[config.mk]
export PLATFORM = sky130hd
export DESIGN_NAME = mdu_seq
export DESIGN_NICKNAME = d
export VERILOG_FILES = /design/src/rtl/alu_pkg.sv /design/src/rtl/mdu_step.sv /design/src/rtl/mdu_seq.sv
export SDC_FILE = /design/constraint.sdc
export NUM_CORES = 1
export LEC_CHECK = 0
export BUFFER_PORTS_ARGS = -buffer_cell sky130_fd_sc_hd__buf_2
export CORE_ASPECT_RATIO = 0.8
export CORE_MARGIN = 2
export CORE_UTILIZATION = 30
export CTS_CLUSTER_SIZE = 8
export DETAILED_ROUTE_END_ITERATION = 7
export PLACE_DENSITY_LB_ADDON = 0.08
export SETUP_SLACK_MARGIN = 0.5
export SLEW_MARGIN = 40
export SYNTH_ARGS = -nofsm -noshare
export SYNTH_HDL_FRONTEND = slang
export SYNTH_SLANG_ARGS = --single-unit
[constraint.sdc]
create_clock -name clk -period 7.1 [get_ports clk]
set_clock_uncertainty 0.2 [all_clocks]
set_input_delay 1.42 -clock clk [delete_from_list [all_inputs] [get_ports clk]]
set_output_delay 1.42 -clock clk [all_outputs]
set_load 0.03 [all_outputs]
[src/rtl/alu_pkg.sv]
// Shared ALU/MDU definitions: M-group op codes, sequencer states and op-class predicates.
package alu_pkg;

  localparam logic [4:0] ALU_MUL    = 5'ha;
  localparam logic [4:0] ALU_MULH   = 5'hb;
  localparam logic [4:0] ALU_MULHSU = 5'hc;
  localparam logic [4:0] ALU_MULHU  = 5'hd;
  localparam logic [4:0] ALU_DIV    = 5'he;
  localparam logic [4:0] ALU_DIVU   = 5'hf;
  localparam logic [4:0] ALU_REM    = 5'h10;
  localparam logic [4:0] ALU_REMU   = 5'h11;

  typedef enum logic [1:0] {IDLE, CALC, FIX, DONE} mdu_state_e;

  function automatic logic is_mdu_op(input logic [4:0] op);
    return (op >= ALU_MUL) && (op <= ALU_REMU);
  endfunction

  function automatic logic is_div_op(input logic [4:0] op);
    return (op >= ALU_DIV) && (op <= ALU_REMU);
  endfunction

  function automatic logic is_rem_op(input logic [4:0] op);
    return (op == ALU_REM) || (op == ALU_REMU);
  endfunction

  function automatic logic is_signed_a(input logic [4:0] op);
    return (op == ALU_MULH) || (op == ALU_MULHSU) || (op == ALU_DIV) || (op == ALU_REM);
  endfunction

  function automatic logic is_signed_b(input logic [4:0] op);
    return (op == ALU_MULH) || (op == ALU_DIV) || (op == ALU_REM);
  endfunction

endpackage

[src/rtl/mdu_step.sv]
// One iteration of the magnitude datapath: radix-2 shift-add multiply or restoring divide.
module mdu_step #(
  parameter int unsigned XLEN = 32
) (
  input  logic            is_div_i,
  input  logic [XLEN-1:0] hi_i,
  input  logic [XLEN-1:0] lo_i,
  input  logic [XLEN-1:0] opnd_i,
  output logic [XLEN-1:0] hi_o,
  output logic [XLEN-1:0] lo_o
);

  logic [XLEN-1:0] addend;
  logic [XLEN:0]   sum;
  logic [XLEN:0]   shifted;
  logic            ge;

  always_comb begin
    addend  = lo_i[0] ? opnd_i : '0;
    sum     = {1'b0, hi_i} + {1'b0, addend};
    // Partial remainder shifted left with the next dividend bit; needs the extra top bit.
    shifted = {hi_i, lo_i[XLEN-1]};
    ge      = shifted >= {1'b0, opnd_i};
    if (is_div_i) begin
      hi_o = ge ? (shifted[XLEN-1:0] - opnd_i) : shifted[XLEN-1:0];
      lo_o = {lo_i[XLEN-2:0], ge};
    end else begin
      hi_o = sum[XLEN:1];
      lo_o = {sum[0], lo_i[XLEN-1:1]};
    end
  end

endmodule

[src/rtl/mdu_seq.sv]
// Multi-cycle RV32M multiply/divide unit: 32 magnitude iterations, then a sign/select fix-up cycle.
module mdu_seq
  import alu_pkg::*;
#(
  parameter int unsigned XLEN = 32
) (
  input  logic            clk,
  input  logic            reset,
  input  logic            start,
  input  logic [4:0]      aluControl,
  input  logic [XLEN-1:0] A,
  input  logic [XLEN-1:0] B,
  output logic            busy,
  output logic            done,
  output logic [XLEN-1:0] result
);

  mdu_state_e      state_q, state_d;
  logic [4:0]      cnt_q, cnt_d;
  logic [4:0]      op_q, op_d;
  logic [XLEN-1:0] a_q, a_d;
  logic [XLEN-1:0] hi_q, hi_d;
  logic [XLEN-1:0] lo_q, lo_d;
  logic [XLEN-1:0] opnd_q, opnd_d;
  logic            sign_q, sign_d;
  logic            bzero_q, bzero_d;
  logic            busy_q, busy_d;
  logic            done_q, done_d;
  logic [XLEN-1:0] result_q, result_d;

  logic              accept;
  logic              a_neg, b_neg;
  logic [XLEN-1:0]   a_mag, b_mag;
  logic [XLEN-1:0]   step_hi, step_lo;
  logic [2*XLEN-1:0] prod_fix;
  logic [XLEN-1:0]   quo_fix, rem_fix;
  logic              op_div;

  assign op_div = is_div_op(op_q);

  mdu_step #(
    .XLEN(XLEN)
  ) u_step (
    .is_div_i(op_div),
    .hi_i    (hi_q),
    .lo_i    (lo_q),
    .opnd_i  (opnd_q),
    .hi_o    (step_hi),
    .lo_o    (step_lo)
  );

  always_comb begin
    accept   = start && is_mdu_op(aluControl) && ((state_q == IDLE) || (state_q == DONE));
    a_neg    = is_signed_a(aluControl) && A[XLEN-1];
    b_neg    = is_signed_b(aluControl) && B[XLEN-1];
    a_mag    = a_neg ? -A : A;
    b_mag    = b_neg ? -B : B;
    prod_fix = sign_q ? -{hi_q, lo_q} : {hi_q, lo_q};
    quo_fix  = sign_q ? -lo_q : lo_q;
    rem_fix  = sign_q ? -hi_q : hi_q;
  end

  always_comb begin
    state_d  = state_q;
    cnt_d    = cnt_q;
    op_d     = op_q;
    a_d      = a_q;
    hi_d     = hi_q;
    lo_d     = lo_q;
    opnd_d   = opnd_q;
    sign_d   = sign_q;
    bzero_d  = bzero_q;
    result_d = result_q;

    case (state_q)
      CALC: begin
        hi_d  = step_hi;
        lo_d  = step_lo;
        cnt_d = cnt_q + 5'd1;
        if (cnt_q == 5'd31) state_d = FIX;
      end
      FIX: begin
        state_d = DONE;
        cnt_d   = '0;
        case (op_q)
          ALU_MUL:                          result_d = prod_fix[XLEN-1:0];
          ALU_MULH, ALU_MULHSU, ALU_MULHU:  result_d = prod_fix[2*XLEN-1:XLEN];
          ALU_DIV, ALU_DIVU:                result_d = bzero_q ? '1 : quo_fix;
          ALU_REM, ALU_REMU:                result_d = bzero_q ? a_q : rem_fix;
          default:                          result_d = result_q;
        endcase
      end
      DONE:    state_d = IDLE;
      default: state_d = IDLE;
    endcase

    // Multiply keeps the multiplier in lo and adds into hi; divide shifts the dividend out of lo.
    if (accept) begin
      state_d = CALC;
      cnt_d   = '0;
      op_d    = aluControl;
      a_d     = A;
      bzero_d = (B == '0);
      hi_d    = '0;
      if (is_div_op(aluControl)) begin
        lo_d   = a_mag;
        opnd_d = b_mag;
        sign_d = is_rem_op(aluControl) ? a_neg : (a_neg ^ b_neg);
      end else begin
        lo_d   = b_mag;
        opnd_d = a_mag;
        sign_d = a_neg ^ b_neg;
      end
    end

    busy_d = (state_d == CALC) || (state_d == FIX);
    done_d = (state_q == FIX);
  end

  always_ff @(posedge clk or posedge reset) begin
    if (reset) begin
      state_q  <= IDLE;
      cnt_q    <= '0;
      op_q     <= '0;
      a_q      <= '0;
      hi_q     <= '0;
      lo_q     <= '0;
      opnd_q   <= '0;
      sign_q   <= 1'b0;
      bzero_q  <= 1'b0;
      busy_q   <= 1'b0;
      done_q   <= 1'b0;
      result_q <= '0;
    end else begin
      state_q  <= state_d;
      cnt_q    <= cnt_d;
      op_q     <= op_d;
      a_q      <= a_d;
      hi_q     <= hi_d;
      lo_q     <= lo_d;
      opnd_q   <= opnd_d;
      sign_q   <= sign_d;
      bzero_q  <= bzero_d;
      busy_q   <= busy_d;
      done_q   <= done_d;
      result_q <= result_d;
    end
  end

  assign busy   = busy_q;
  assign done   = done_q;
  assign result = result_q;

endmodule

==> qor.yml <==
cts.sinks: 176
endpoint_kind: "flip-flop"
clk_latency_ns: 0.48
critical_path_required_ns: 7.27
worstPathArrival_ns: 4.62
power_mw: 6.346
cts_setup_buffers: 0
yosysUniqueCellTypes: 77
nFillCells: 5842
drive_gt1_frac: 0.1048
instances_no_fill: 2907
status: "finished, final reports clean"
tightest_slew_ns: 0.9603
dr.pass1.iters: 5
period_needed_ns: 4.451
antenna_cells: 0
cpMaxStageDelayCell: "inv_1"
clk_pin_slew_ns: 0.08
yosys-top-cells-area: "dfrtp_1 27%, nand2_1 9.0%, o21ai_0 7.8%"
setup_violations: 0
grt_pass1_vias: 15430
max-cap-violations: 0
synth_ff_type: "dfrtp_1"
dieHeight_um: 211.9
irDropWorstVdd_mv: 0.1212
ff_latch_area_mm2: 0.004405
synth.ff_latch_count: 176
syn_area_per_cell_um2: 7.399
r2r-start: "lo_q[0]"
path_max_fanout: 19
cts_max_path_buffers: 2
grt_pass1_wl_um: 108400
rows: 76
ios: 106
htree_levels: 4
die-area_mm2: 0.05593
hold_end: "result[21]"
synthesis.area_mm2: 0.01621
cts_resized: 0
max_clock_freq_mhz: 224.7
multi_input_area_mm2: 0.01111
dp_hpwl_um: 56600
rrSetupSlack_ns: 2.65
area_delta_synth_final_pct: 11.38
timing.rr.end: "hi_q[28]"
grt_max_degree: 87
via_count: 16870
start_util: 0.3023
place.gp.congestion: 0.9222
reg2regPathDepth: 11
worstSetupPathDepth: 11
rsz0062_at_grt: "no"
syn-num-nets: 2337
synth_edf_count: 0
wire_per_inst_um: 25.40
seq_area_frac_synth: 0.2717
cts_tree: "built"
post-route-period-util: 0.6270
core_region_area_mm2: 0.05363
fin_hold_ws_ns: 0.2688
p_per_area_mw_per_mm2: 351.4
critPathTopFamily: "compound AO/OA/AOI/OAI gates"
yosys.area.top_type: "dfrtp_1"
critical-path-max-stage-delay_ns: 0.68
die_x_um: 263.9
hold_viol_final: 0
slew_headroom: 0.3549
crit_buf_inv: 1
finalWirelength_um: 73830
dp.cells: 2873
ant_nets: 0
cts-hold-fix-buffers: 0
synth_top_area_frac: 0.2717
grt_use_total: 0.2622
antenna_found_initial: 2
start_kind: "flip-flop"
holdPathStages: 2
path_cells: "inv_1, nor2_1, ha_1, nand4b_1, a21oi_1, o2111ai_1, o41a_1, a311oi_1, xnor2_1, and2_1, o31ai_1"
drc: 0
async_reset_ff_frac: 1.000
drv_slew: 0
grt_overflow: 0
clockRootBuffer: "clkbuf_16"
post-route-util: 0.3367
fin_nets: 2338
numCtsBuffers: 17
via_per_inst: 5.802
ys.warnings.count: 0
path_class: "reg2reg"
final.setup.tns_ns: 0
hold_class: "reg2reg"
syn_inst: 2191
numPortBuffers: 105
worstHoldStart: "result[21]"
p_leak_nw: 7.349
first_iter_violations: 1893
==> cell usage in the layout, fill, tap and decap left out, types with 71 or more instances in the layout <==
| master | count |
|---|---|
| a21oi_1 | 142 |
| buf_2 | 106 |
| dfrtp_1 | 175 |
| ha_1 | 71 |
| nand2_1 | 387 |
| nor2_1 | 142 |
| o211ai_1 | 73 |
| o21ai_0 | 252 |
| xnor2_1 | 115 |
| xor2_1 | 79 |
==> per-layer routing <==
metal,vias to the layer above,routed length (um),global-route usage
li1,7889,-,-
met1,8283,36260,0.4010
met2,646,31420,0.3889
met3,49,5287,0.04292
met4,0,865,0.03938
met5,-,0,0
==> worst max path at each step <==
stage | start | endpoint
2_1_floorplan | reset | a_q[0]
3_3_place_gp | aluControl[1] | lo_q[15]
3_5_place_dp | aluControl[1] | lo_q[15]
4_1_cts | lo_q[0] | hi_q[31]
5_1_grt | lo_q[0] | hi_q[28]
6_report | lo_q[0] | hi_q[28]
==> worst reg2reg max path: stages, from the launching register on <==
cell and delay (ns):
dfrtp_1 0.47, inv_1 0.68, nor2_1 0.10, ha_1 0.40
nand4b_1 0.18, a21oi_1 0.42, o2111ai_1 0.41, o41a_1 0.61
a311oi_1 0.38, xnor2_1 0.10, and2_1 0.16, o31ai_1 0.24
==> layout make-up <==
type / instances / area share
well taps: 702 / 0.04865
flip-flops and latches: 176 / 0.2440
inverters: 62 / 0.01330
clock inverters: 15 / 0.01046
multi-input cells: 1797 / 0.6151
clock buffers: 17 / 0.02356
repair buffers: 138 / 0.04497
==> through the flow <==
stage          cell area (um2)  worst slack (ns)
2_1_floorplan            16210            0.7064
3_3_place_gp             17320             2.249
3_5_place_dp             17380             2.417
4_1_cts                  17990             2.469
5_1_grt                  18060             2.452
6_report                 18060             2.649
==> synth_stat cells (43+ instances only) <==
library cell,count
ha_1,72
o211ai_1,73
xor2_1,79
inv_1,62
o21ai_0,252
a21oi_1,142
clkbuf_1,137
dfrtp_1,176
xnor2_1,115
nand3_1,43
nor2_1,144
nand2_1,389
==> flip-flops by register name, indices dropped and copies added (netlist names) <==
name / count
lo_q: 32
opnd_q: 32
busy: 1
done: 1
a_q: 32
state_q: 2
op_q: 5
sign_q: 1
hi_q: 32
bzero_q: 1
cnt_q: 5
result: 32
==> cell families (layout without fill, tap and decap cells) <==
| group | after synthesis | count (layout) | synth area share |
|---|---|---|---|
| and+or+nand+nor | 786 | 786 | 0.2212 |
| AOI/OAI and AO/OA | 723 | 723 | 0.2799 |
| buffers and inverters | 218 | 232 | 0.05132 |
| xor gates and xnor gates | 194 | 194 | 0.1048 |
| DFF | 176 | 176 | 0.2717 |
| adders and majority gates | 74 | 74 | 0.05804 |
| muxes | 20 | 20 | 0.01304 |
==> power by group <==
group          leakage, nW  switching [mW]  internal (mW)
registers             2.23           0.553           1.22
logic                 4.82            2.22           1.31
clock network        0.296           0.532          0.509
(Power assumes the default switching activity.)
